--- src/rtl/mem_arb_pkg.sv ---
// Shared types and default widths for the I/D memory arbiter.
// Statistics hardware is enabled by defining MEM_ARB_STATS_EN.
package mem_arb_pkg;

   typedef enum logic [1:0] {
      IDLE,
      GRANT_I,
      GRANT_D
   } arb_state_t;

   typedef enum logic {
      OWN_I,
      OWN_D
   } owner_t;

   localparam int DEF_ADDR_W   = 16;
   localparam int DEF_DATA_W   = 16;
   localparam int DEF_D_STREAK = 2;

   // The streak counter must hold values 0..n; never narrower than one bit.
   function automatic int streak_width(input int n);
      int w;
      w = $clog2(n + 1);
      return (w < 1) ? 1 : w;
   endfunction

endpackage

--- src/rtl/mem_arbiter_stat_cnt.sv ---
// Cache hit/miss statistics: two wrapping 16-bit counters bumped on each completed access.
// Only instantiated when MEM_ARB_STATS_EN is defined.
module arb_stat_cnt (
   input  logic        clk,
   input  logic        rst,
   input  logic        evt,
   input  logic        hit,
   output logic [15:0] hits,
   output logic [15:0] misses
);

   always_ff @(posedge clk or negedge rst) begin
      if (!rst) begin
         hits   <= 16'd0;
         misses <= 16'd0;
      end else if (evt) begin
         if (hit) begin
            hits <= hits + 16'd1;
         end else begin
            misses <= misses + 16'd1;
         end
      end
   end

endmodule

--- src/rtl/mem_arbiter.sv ---
// Arbitrates one mem_system between the fetch (I) and data (D) ports.
// Define MEM_ARB_STATS_EN to add stat_hits/stat_misses counter outputs.
module mem_arbiter
   import mem_arb_pkg::*;
#(
   parameter int ADDR_W   = DEF_ADDR_W,
   parameter int DATA_W   = DEF_DATA_W,
   parameter int D_STREAK = DEF_D_STREAK
) (
   input  logic              clk,
   input  logic              rst,
   input  logic              i_req,
   input  logic [ADDR_W-1:0] i_addr,
   output logic              i_ack,
   output logic [DATA_W-1:0] i_rdata,
   input  logic              d_req,
   input  logic              d_wr,
   input  logic [ADDR_W-1:0] d_addr,
   input  logic [DATA_W-1:0] d_wdata,
   output logic              d_ack,
   output logic [DATA_W-1:0] d_rdata,
   output logic [ADDR_W-1:0] m_addr,
   output logic [DATA_W-1:0] m_wdata,
   output logic              m_rd,
   output logic              m_wr,
   input  logic [DATA_W-1:0] m_rdata,
   input  logic              m_done,
   input  logic              m_hit,
   input  logic              m_err,
`ifdef MEM_ARB_STATS_EN
   output logic [15:0]       stat_hits,
   output logic [15:0]       stat_misses,
`endif
   output logic              err
);

   localparam int SW = streak_width(D_STREAK);
   localparam logic [SW-1:0] STREAK_MAX = SW'(D_STREAK);

   arb_state_t        state, stateNext;
   logic [SW-1:0]     streak, streakNext;
   logic              latchWr, latchWrNext;
   logic [ADDR_W-1:0] mAddrNext;
   logic [DATA_W-1:0] mWdataNext;
   logic              mRdNext, mWrNext;
   logic              iAckNext, dAckNext;
   logic [DATA_W-1:0] iRdataNext, dRdataNext;
   logic              errNext;
   owner_t            pick;
   logic              doneInGrant;

   // All outputs are registers; m_addr/m_wdata double as the request latches.
   always_ff @(posedge clk or negedge rst) begin
      if (!rst) begin
         state   <= IDLE;
         streak  <= '0;
         latchWr <= 1'b0;
         m_addr  <= '0;
         m_wdata <= '0;
         m_rd    <= 1'b0;
         m_wr    <= 1'b0;
         i_ack   <= 1'b0;
         d_ack   <= 1'b0;
         i_rdata <= '0;
         d_rdata <= '0;
         err     <= 1'b0;
      end else begin
         state   <= stateNext;
         streak  <= streakNext;
         latchWr <= latchWrNext;
         m_addr  <= mAddrNext;
         m_wdata <= mWdataNext;
         m_rd    <= mRdNext;
         m_wr    <= mWrNext;
         i_ack   <= iAckNext;
         d_ack   <= dAckNext;
         i_rdata <= iRdataNext;
         d_rdata <= dRdataNext;
         err     <= errNext;
      end
   end

   // I is forced only once D has won STREAK_MAX grants in a row while I was waiting.
   always_comb begin
      pick = (i_req && (!d_req || streak == STREAK_MAX)) ? OWN_I : OWN_D;
   end

   always_comb begin
      stateNext   = state;
      streakNext  = streak;
      latchWrNext = latchWr;
      mAddrNext   = m_addr;
      mWdataNext  = m_wdata;
      mRdNext     = m_rd;
      mWrNext     = m_wr;
      iAckNext    = 1'b0;
      dAckNext    = 1'b0;
      iRdataNext  = i_rdata;
      dRdataNext  = d_rdata;
      errNext     = err | m_err;
      doneInGrant = 1'b0;

      case (state)
         IDLE: begin
            mRdNext = 1'b0;
            mWrNext = 1'b0;
            if (m_done) begin
               errNext = 1'b1;
            end
            if (i_req || d_req) begin
               if (pick == OWN_I) begin
                  stateNext   = GRANT_I;
                  mAddrNext   = i_addr;
                  latchWrNext = 1'b0;
                  mRdNext     = 1'b1;
                  streakNext  = '0;
               end else begin
                  stateNext   = GRANT_D;
                  mAddrNext   = d_addr;
                  mWdataNext  = d_wdata;
                  latchWrNext = d_wr;
                  mRdNext     = !d_wr;
                  mWrNext     = d_wr;
                  if (!i_req) begin
                     streakNext = '0;
                  end else if (streak != STREAK_MAX) begin
                     streakNext = streak + SW'(1);
                  end
               end
            end
         end

         GRANT_I: begin
            if (m_done) begin
               doneInGrant = 1'b1;
               iAckNext    = 1'b1;
               iRdataNext  = m_rdata;
               mRdNext     = 1'b0;
               stateNext   = IDLE;
            end
         end

         GRANT_D: begin
            if (m_done) begin
               doneInGrant = 1'b1;
               dAckNext    = 1'b1;
               if (!latchWr) begin
                  dRdataNext = m_rdata;
               end
               mRdNext   = 1'b0;
               mWrNext   = 1'b0;
               stateNext = IDLE;
            end
         end

         default: begin
            stateNext = IDLE;
            mRdNext   = 1'b0;
            mWrNext   = 1'b0;
         end
      endcase
   end

`ifdef MEM_ARB_STATS_EN
   arb_stat_cnt statCnt (
      .clk    (clk),
      .rst    (rst),
      .evt    (doneInGrant),
      .hit    (m_hit),
      .hits   (stat_hits),
      .misses (stat_misses)
   );
`else
   // Hit information only feeds the statistics counters.
   logic unusedStatInputs;
   assign unusedStatInputs = &{1'b0, m_hit, doneInGrant};
`endif

endmodule

--- config.mk ---
export PLATFORM = sky130hd
export DESIGN_NAME = mem_arbiter
export DESIGN_NICKNAME = d
export VERILOG_FILES = /design/src/rtl/mem_arb_pkg.sv /design/src/rtl/mem_arbiter_stat_cnt.sv /design/src/rtl/mem_arbiter.sv
export SDC_FILE = /design/constraint.sdc
export NUM_CORES = 1
export LEC_CHECK = 0
export BUFFER_PORTS_ARGS = -buffer_cell sky130_fd_sc_hd__buf_2
export CORE_MARGIN = 5
export CORE_UTILIZATION = 47
export DETAILED_ROUTE_END_ITERATION = 10
export HOLD_SLACK_MARGIN = 0.1
export PLACE_DENSITY_LB_ADDON = 0.25
export SYNTH_ARGS = -nofsm -noshare
export SYNTH_HDL_FRONTEND = slang
export SYNTH_SLANG_ARGS = --single-unit
--- constraint.sdc ---
create_clock -name clk -period 2.1 [get_ports clk]
set_input_delay 0.21 -clock clk [delete_from_list [all_inputs] [get_ports clk]]
set_output_delay 0.21 -clock clk [all_outputs]
set_load 0.01 [all_outputs]
==> run_results.csv, run 1 <==
group,metric,value,unit
global_routing,grt_pass1_wl,12.3,mm
power_and_ir_drop,p_sw,2160,uW
critical_path,cp_slowest_stage_delay,0.38,ns
global_routing,grt_use_total,18.2,%
drt,firstDrtPassIters,4,
timing,period_needed,1.68,ns
hold_path,worstHoldPathType,"in2reg",
clocking,clkLatencyLatePin,0.33,ns
finish,area_delta_synth_final,35.1,%
critical_path,cp-start-kind,"flop",
critical_path,crit_type,"reg2reg",
synthesis,syn-num-nets,316,
power_and_ir_drop,leakagePower,0.00209,uW
floorplan,core_area,6390,um2
critical_path,critPathBufInv,2,
synthesis,ys_types,28,
synthesis,synth-simple-area-share,4.90,%
critical_path,cp.required,2.31,ns
timing,slew_headroom,60.0,%
floorplan,start_util,48.4,%
timing,fin_skew,0.00758,ns
finish,antenna_cells,0,
critical_path,path_cells,"inv_1, ha_1, and2_4, nand2b_1, buf_4, mux2_2",
power_and_ir_drop,combPwrFrac,43.2,%
critical_path,worstPathArrival,1.90,ns
synthesis,syn_area,3090,um2
synthesis,synth-compound-area-share,11.2,%
finish,nets,471,
clocking,cts-root-buf,"clkbuf_8",
placement,hpwl,5.35,mm
drt,antenna_left,0,
clocking,clk_pin_slew_worst_paths,0.07,ns
floorplan,die-area,8300,um2
drt,vias,2442,
timing,setup_viol,0,
synthesis,avgSynthCellArea,12.9,um2
placement,detailedPlace.worstSlack,0.418,ns
power_and_ir_drop,internal_power,4050,uW
placement,routabilityCongestion,0.814,
critical_path,cp_slowest_cell,"dfrtp_1",
timing,fin_ws,0.417,ns
drt,wl_per_cell,15.6,um
flow_run,drv_cap,0,
clocking,h-tree-depth,3,
global_routing,grt_max_degree,43,
timing,fmax,594,MHz
floorplan,die_w,91.1,um
drt,drt_iter0_markers,54,
timing,fin_tns_setup,0,ns
drt,drt_wl_total,7.41,mm
drt,drc,0,
timing,final_max_slew_viol_count,0,
global_routing,antenna_found_initial,0,
clocking,cts_tree,"built",
clocking,clock_path_buffers,2,
clocking,cts_setup_buffers,0,
clocking,cts_sinks,74,
synthesis,yosysWarnings,0,
synthesis,synth_top_family_by_area,"multiplexers",
synthesis,synth_fa_ha_area_share,1.62,%
synthesis,ys_seq_elements,74,
status,status,"completed",
timing,fin_crit_sh,80.2,%
floorplan,rows,29,
timing,final_hold_viol_count,0,
floorplan,num_io_pins,141,
synthesis,synth_seq_area_share,59.9,%
timing,rsz0062_at_grt,"false",
global_routing,gr-total-overflow,0,
global_routing,grt_pass1_vias,2641,
synthesis,syn_inst,240,
clocking,numCtsBuffers,9,
power_and_ir_drop,power_density,1490,nW/um2
synthesis,muxShareOfSynthArea,18.7,%
critical_path,cp_max_fo,16,
power_and_ir_drop,power_frac_seq,39.7,%
drt,avgViaCountPerCell,5.13,
power_and_ir_drop,ir_drop,0.844,mV
finish,stdcell_area,4180,um2
placement,io_buffers,139,
power_and_ir_drop,power,6210,uW
floorplan,dieHeight,91.1,um
finish,drive_gt1_share,52.9,%
power_and_ir_drop,p_clk_share,17.1,%
timing,tightest_slew,0.600,ns
placement,placed_cell_area,3870,um2
power_and_ir_drop,swShare,34.8,%
synthesis,synth_xor_area_share,0,%
critical_path,crit_path_end_kind,"flop",
critical_path,path_delay_family,"flip-flops",
-- registers in the layout (all words and copies together), names as in the netlist --
name	cells
state	2
m_addr	16
i_rdata	16
m_rd	1
d_rdata	16
d_ack	1
err	1
latchWr	1
i_ack	1
streak	2
m_wdata	16
m_wr	1
-- cell usage after synthesis, drive strengths merged --
cell | count | area, um2
dfrtp | 74 | 1850
mux2 | 48 | 578
o21ai | 21 | 105
a21oi | 17 | 85.1
nor2 | 17 | 63.8
a31oi | 16 | 100
buf | 12 | 77.6
nand2 | 6 | 22.5
inv | 5 | 18.8
clkbuf | 4 | 17.5
ha | 4 | 50.1
nor2b | 3 | 18.8
a22o | 2 | 17.5
nand2b | 2 | 12.5
a211o | 1 | 8.76
and2 | 1 | 8.76
nand3 | 1 | 10.0
nand4 | 1 | 6.26
nand4b | 1 | 8.76
o21a | 1 | 7.51
o22ai | 1 | 6.26
o31ai | 1 | 7.51
o32ai | 1 | 8.76
-- through the flow --
step                      util [%]  hold slack, ns  cells
after CTS                     65.4           0.100    476
after global routing          65.4           0.107    476
after detailed placement      60.6           0.187    449
final                         65.4           0.112    476
after floorplan                  -         -0.0856    240
after global placement        60.6           0.178    449
-- routing by layer --
metal / track usage [%] / vias to the layer above / share of wire (%)
met5: 0 / - / 0
met4: 6.23 / 0 / 1.2
met3: 5.54 / 10 / 8.7
met2: 30.3 / 97 / 49
met1: 22.5 / 1173 / 41
li1: - / 1162 / -
-- final timing paths --
kind                                       from                      to  slack, ns  cells after the start
min in group asynchronous                   rst  i_rdata[0]$_DFFE_PN0P_       0.37                      2
setup reg to reg           state[0]$_DFFE_PN0P_  d_rdata[4]$_DFFE_PN0P_       0.42                      6
hold reg to reg                   err$_DFF_PN0_           err$_DFF_PN0_       0.46                      1
hold / removal                       d_wdata[0]  m_wdata[0]$_DFFE_PN0P_       0.11                      2
max in group asynchronous                   rst           err$_DFF_PN0_       1.16                      3
setup / recovery           state[0]$_DFFE_PN0P_  d_rdata[4]$_DFFE_PN0P_       0.42                      6
-- cell type report --
class	count	area, um2
clock buffer	12	145
clock inverter	3	40.0
fill	537	2210
inverter	5	18.8
multi-input combinational	145	1130
sequential	74	1850
tap	77	96.3
timing repair buffer	160	898
-- logic make-up (layout without fill, tap and decap cells) --
| kind of cell | Yosys count | count (layout) |
|---|---|---|
| DFF | 74 | 74 |
| AOI/OAI and AO/OA | 61 | 61 |
| muxes | 48 | 48 |
| and+or+nand+nor | 32 | 32 |
| buffers and inverters | 21 | 180 |
| adders and majority gates | 4 | 4 |
-- layout by cell type, fill, tap and decap left out, types with 2 or more instances in the layout --
cell type and instances:
dlygate4sd3_1 12, mux2_2 38, clkinv_2 2, nor2_1 17, mux2_4 10, clkbuf_1 2
nand2_1 6, nor2b_1 3, inv_1 5, a31oi_1 16, dfrtp_1 74, a22o_1 2
a21oi_1 17, o21ai_0 20, buf_2 138, nand2b_1 2, buf_4 9, clkbuf_8 10
ha_1 4
-- power groups by stage --
stage	Sequential, uW	Combinational [uW]	Clock, uW
after detailed placement	2490	2700	0
after CTS	2470	2730	1090
final	2460	2690	1060
after global placement	2460	2630	0
after floorplan	2800	1330	0
after global routing	2560	2960	1160
-- repair_timing --
item | 4_1_cts | 5_1_grt
hold buffers | 12 | 0
resized for setup | 0 | 0
endpoints found under the hold margin | 43 | 0
Note: power is estimated with default switching activity, not from simulation.
==> run 2: changes to the inputs <==
Settings changed: CORE_UTILIZATION 47 to 42.
Clock period 2.1 ns to 1.36 ns, I/O delays scaled along.
==> run 2 against run 1 <==
Net effect:
- the flow now finishes with violations (negative setup slack)
- non-clock buffer count increased by 71
- via count increased by 17%
- sequential power increased by 57%
- combinational power increased by 110%
- largest cell class unchanged
- highest routed layer unchanged
==> run_results.csv, run 2 (synthesized netlist as in run 1, its figures left out) <==
group,metric,value,unit
placement,hpwl,5.56,mm
floorplan,die-area,9180,um2
timing,rsz0062_at_grt,"true",
clocking,numCtsBuffers,9,
floorplan,die_w,95.8,um
clocking,cts_sinks,74,
critical_path,worstPathArrival,1.65,ns
timing,fin_ws,-0.0631,ns
timing,fin_crit_sh,105,%
global_routing,grt_use_total,20.8,%
power_and_ir_drop,leakagePower,0.00251,uW
finish,nets,544,
timing,tightest_slew,0.334,ns
drt,vias,2866,
floorplan,dieHeight,95.8,um
critical_path,cp_max_fo,8,
drt,firstDrtPassIters,4,
critical_path,cp-start-kind,"flop",
placement,routabilityCongestion,0.749,
drt,drc,0,
timing,setup_viol,65,
timing,period_needed,1.42,ns
status,status,"complete, but fails checks",
global_routing,grt_pass1_wl,14.6,mm
drt,antenna_left,0,
status,violations,"negative setup slack",
global_routing,antenna_found_initial,0,
drt,wl_per_cell,16.9,um
power_and_ir_drop,power,11200,uW
finish,layout_commonest_cell,"buf_2",
clocking,clk_pin_slew_worst_paths,0.08,ns
critical_path,crit_path_end_kind,"flop",
power_and_ir_drop,power_density,2130,nW/um2
timing,final_hold_viol_count,0,
flow_run,drv_cap,0,
finish,drive_gt1_share,57.5,%
placement,io_buffers,139,
clocking,cts-root-buf,"clkbuf_8",
clocking,h-tree-depth,3,
drt,drt_wl_total,9.65,mm
clocking,clkLatencyLatePin,0.34,ns
clocking,cts_tree,"built",
clocking,clock_path_buffers,2,
floorplan,num_io_pins,141,
floorplan,rows,31,
global_routing,grt_pass1_vias,3025,
hold_path,worstHoldPathType,"in2reg",
finish,antenna_cells,0,
floorplan,core_area,7210,um2
finish,most-common-layout-cells,"138 x buf_2, 74 x dfrtp_1, 57 x dlygate4sd3_1",
global_routing,grt_max_degree,31,
timing,fmax,703,MHz
critical_path,rrSetupSlack,-0.06,ns
placement,placed_cell_area,4070,um2
timing,slew_headroom,77.7,%
drt,avgViaCountPerCell,5.01,
timing,fin_skew,0.00863,ns
critical_path,cp.required,1.59,ns
drt,drt_iter0_markers,121,
critical_path,crit_type,"reg2reg",
finish,final_util,72.7,%
floorplan,start_util,42.9,%
finish,stdcell_area,5250,um2
global_routing,gr-total-overflow,0,
timing,final_max_slew_viol_count,0,
power_and_ir_drop,ir_drop,1.19,mV
finish,area_delta_synth_final,69.7,%
-- run 2: cell count changes in the layout (fill, tap and decap cells not counted), moves of 4 or more --
| cell | change |
|---|---|
| mux2_4 | +6 |
| a31oi_1 | -7 |
| a31oi_4 | +6 |
| buf_6 | +9 |
| dlygate4sd3_1 | +45 |
| mux2_2 | -6 |
| a21oi_2 | +5 |
| buf_4 | +11 |
| a21oi_1 | -5 |
| buf_12 | +4 |
-- run 2: power by group --
part / internal, uW / switching [uW]
sequential: 3290 / 569
combinational: 3140 / 2630
clock: 712 / 833
total: 7140 / 4030
-- run 2: metal layers --
layer	wire length [um]	GRT usage (%)	part of all wire (%)
met1	3690	24.0	38
met5	0	0	0
met2	4890	36.1	51
met3	831	5.55	8.6
met4	244	9.48	2.5
-- run 2: layout make-up --
cell class	instances	area [um2]
fill	525	1970
sequential	74	1850
timing repair buffer	231	1670
multi-input combinational	147	1410
clock buffer	10	138
tap	99	124
clock inverter	6	41.3
inverter	5	18.8
-- run 2: worst paths after layout --
path                                            start                endpoint  cells past startpoint
worst max-delay path            streak[1]$_DFFE_PN0P_  m_addr[12]$_DFFE_PN0P_                      6
worst min-delay path                       i_addr[14]  m_addr[14]$_DFFE_PN0P_                      3
worst max register to register  streak[1]$_DFFE_PN0P_  m_addr[12]$_DFFE_PN0P_                      6
worst min register to register          err$_DFF_PN0_           err$_DFF_PN0_                      1
max in group asynchronous                         rst  i_rdata[3]$_DFFE_PN0P_                      3
min in group asynchronous                         rst  m_addr[13]$_DFFE_PN0P_                      2
-- run 2: per-stage QoR --
stage	instances	setup slack, ns	hold WS, ns	setup TNS [ns]
after global placement	484	-0.119	0.0530	-4.80
after CTS	566	-0.0507	0.101	-1.95
final	572	-0.0631	0.119	-1.89
after floorplan	240	-0.0872	-0.160	-1.75
after detailed placement	484	-0.142	0.0585	-5.81
after global routing	572	-0.113	0.116	-6.27
-- run 2: worst max-delay path, stage by stage (launching register included) --
cell and delay, ns:
dfrtp_1 0.42, ha_4 0.18, buf_6 0.12, nand2b_4 0.17
buf_12 0.17, a31oi_1 0.17, a21oi_1 0.08
-- run 2: what timing repair did --
action	in CTS	in global routing
endpoints found under the setup margin	70	70
buffers inserted	5	4
hold buffers	57	0
endpoints found under the hold margin	139	0
pin swaps	15	12
cloned	4	2
gates resized for setup	18	38
==> run 3: changes to the inputs <==
Settings changed: CELL_PAD_IN_SITES_DETAIL_PLACEMENT from default to 0, CELL_PAD_IN_SITES_GLOBAL_PLACEMENT from default to 1, CORE_UTILIZATION 42 to 32.
==> run 3 against run 2 <==
Net effect:
- the flow still finishes with violations (negative setup slack)
- clock skew down 0.0025 ns
- clock-buffer cell count unchanged
- critical path depth stayed put
- utilization decreased by 13 points
- register-to-register slack got worse by 0.05 ns
- global-route usage decreased by 4.8 points
- power rose by 6.9%
- highest routed layer unchanged
- final area grew 6.0%
==> run_results.csv, run 3 (synthesized netlist as in run 1, its figures left out) <==
group,metric,value,unit
status,status,"complete, but fails checks",
status,violations,"negative setup slack",
placement,io_buffers,139,
finish,nets,549,
critical_path,path_delay_family,"flip-flops",
global_routing,grt_use_total,16.0,%
critical_path,cp_max_fo,8,
drt,antenna_left,0,
critical_path,path_cells,"inv_2, ha_4, and2_4, nand2b_4, buf_12, mux2_4",
power_and_ir_drop,ir_drop,1.19,mV
clocking,cts_tree,"built",
timing,fmax,677,MHz
critical_path,crit_path_end_kind,"flop",
placement,routabilityCongestion,0.716,
timing,hold_slack,0.126,ns
critical_path,r2r-start,"state[0]$_DFFE_PN0P_",
global_routing,antenna_found_initial,0,
timing,tightest_slew,0.401,ns
clocking,cts-root-buf,"clkbuf_8",
global_routing,grt_pass1_wl,14.7,mm
finish,final_util,59.6,%
hold_path,hp-start,"i_addr[6]",
timing,fin_tns_setup,-4.46,ns
finish,area_delta_synth_final,79.9,%
timing,fin_skew,0.00613,ns
floorplan,num_io_pins,141,
finish,antenna_cells,0,
drt,wl_per_cell,15.7,um
timing,setup_viol,63,
drt,drc,0,
timing,slew_headroom,73.2,%
floorplan,die-area,11700,um2
critical_path,cp_slowest_stage_delay,0.40,ns
timing,final_max_slew_viol_count,0,
power_and_ir_drop,power_density,2150,nW/um2
drt,drt_iter0_markers,66,
power_and_ir_drop,leakagePower,0.00260,uW
global_routing,gr-total-overflow,0,
hold_path,worstHoldPathType,"in2reg",
drt,firstDrtPassIters,4,
clocking,clock_path_buffers,2,
global_routing,grt_max_degree,75,
critical_path,critPathBufInv,2,
timing,rsz0062_at_grt,"true",
floorplan,dieHeight,108,um
critical_path,crit_type,"reg2reg",
critical_path,worstPathArrival,1.70,ns
finish,layout_commonest_cell,"buf_2",
flow_run,drv_cap,0,
critical_path,cp-start-kind,"flop",
critical_path,startpoint,"state[0]$_DFFE_PN0P_",
placement,placed_cells,514,
timing,fin_ws,-0.117,ns
finish,most-common-layout-cells,"138 x buf_2, 74 x dfrtp_1, 59 x dlygate4sd3_1",
timing,fin_crit_sh,109,%
finish,final_cells,606,
critical_path,cp_slowest_cell,"dfrtp_1",
timing,final_hold_viol_count,0,
clocking,cts_sinks,74,
finish,n_fill_cell,797,
timing,period_needed,1.48,ns
floorplan,rows,35,
drt,drt_wl_total,9.54,mm
placement,hpwl,5.65,mm
clocking,numCtsBuffers,9,
global_routing,grt_pass1_vias,2954,
floorplan,core_area,9330,um2
clocking,clkLatencyLatePin,0.34,ns
clocking,clk_pin_slew_worst_paths,0.08,ns
drt,avgViaCountPerCell,4.62,
floorplan,die_w,108,um
floorplan,start_util,33.1,%
drt,vias,2798,
finish,drive_gt1_share,63.7,%
clocking,h-tree-depth,3,
critical_path,cp.required,1.58,ns
run 3: cell type report:
type / instances / area [um2] / share of cell area, %
inverter: 5 / 18.8 / 0.337
timing repair buffer: 236 / 1750 / 31.5
clock inverter: 5 / 31.3 / 0.562
sequential: 74 / 1850 / 33.3
multi-input combinational: 147 / 1610 / 28.9
tap: 129 / 161 / 2.90
clock buffer: 10 / 138 / 2.47
run 3: tightest hold or removal path, stage by stage:
cell and delay (ns):
buf_2 0.09, a31oi_2 0.08, a21oi_2 0.12
run 3: final timing paths:
check,endpoint,slack [ns],depth (start not counted)
max in group asynchronous,m_wdata[0]$_DFFE_PN0P_,0.68,3
min in group asynchronous,d_rdata[4]$_DFFE_PN0P_,0.35,3
min,m_addr[6]$_DFFE_PN0P_,0.13,3
max reg2reg,d_rdata[0]$_DFFE_PN0P_,-0.12,6
max,d_rdata[0]$_DFFE_PN0P_,-0.12,6
min reg2reg,err$_DFF_PN0_,0.46,1
run 3: routing by layer:
metal | part of all wire [%] | track usage (%)
met2 | 50 | 27.2
met3 | 5.3 | 3.64
met4 | 2.3 | 5.77
met1 | 42 | 20.0
met5 | 0 | 0
run 3: report_power, final:
part	switching, uW	total (uW)	internal, uW	leakage (uW)
combinational	2890	6480	3600	0.00164
sequential	672	3960	3290	0.000876
clock	805	1500	696	0.0000879
run 3: through the flow:
step	area, um2	total power [uW]	worst slack, ns
detailed placement	4120	8440	-0.198
global placement	4120	8360	-0.146
floorplan	3150	6510	-0.0872
CTS	5300	11300	-0.113
finish	5560	11900	-0.117
global route	5560	12700	-0.165
run 3: timing repair:
action                                  4_1_cts  5_1_grt
resized for setup                            52       54
endpoints found under the hold margin       140        0
gates cloned                                  5        0
buffers inserted                              8        6
endpoints found under the setup margin       71       71
hold buffers                                 59        0
pin swaps                                     3        3
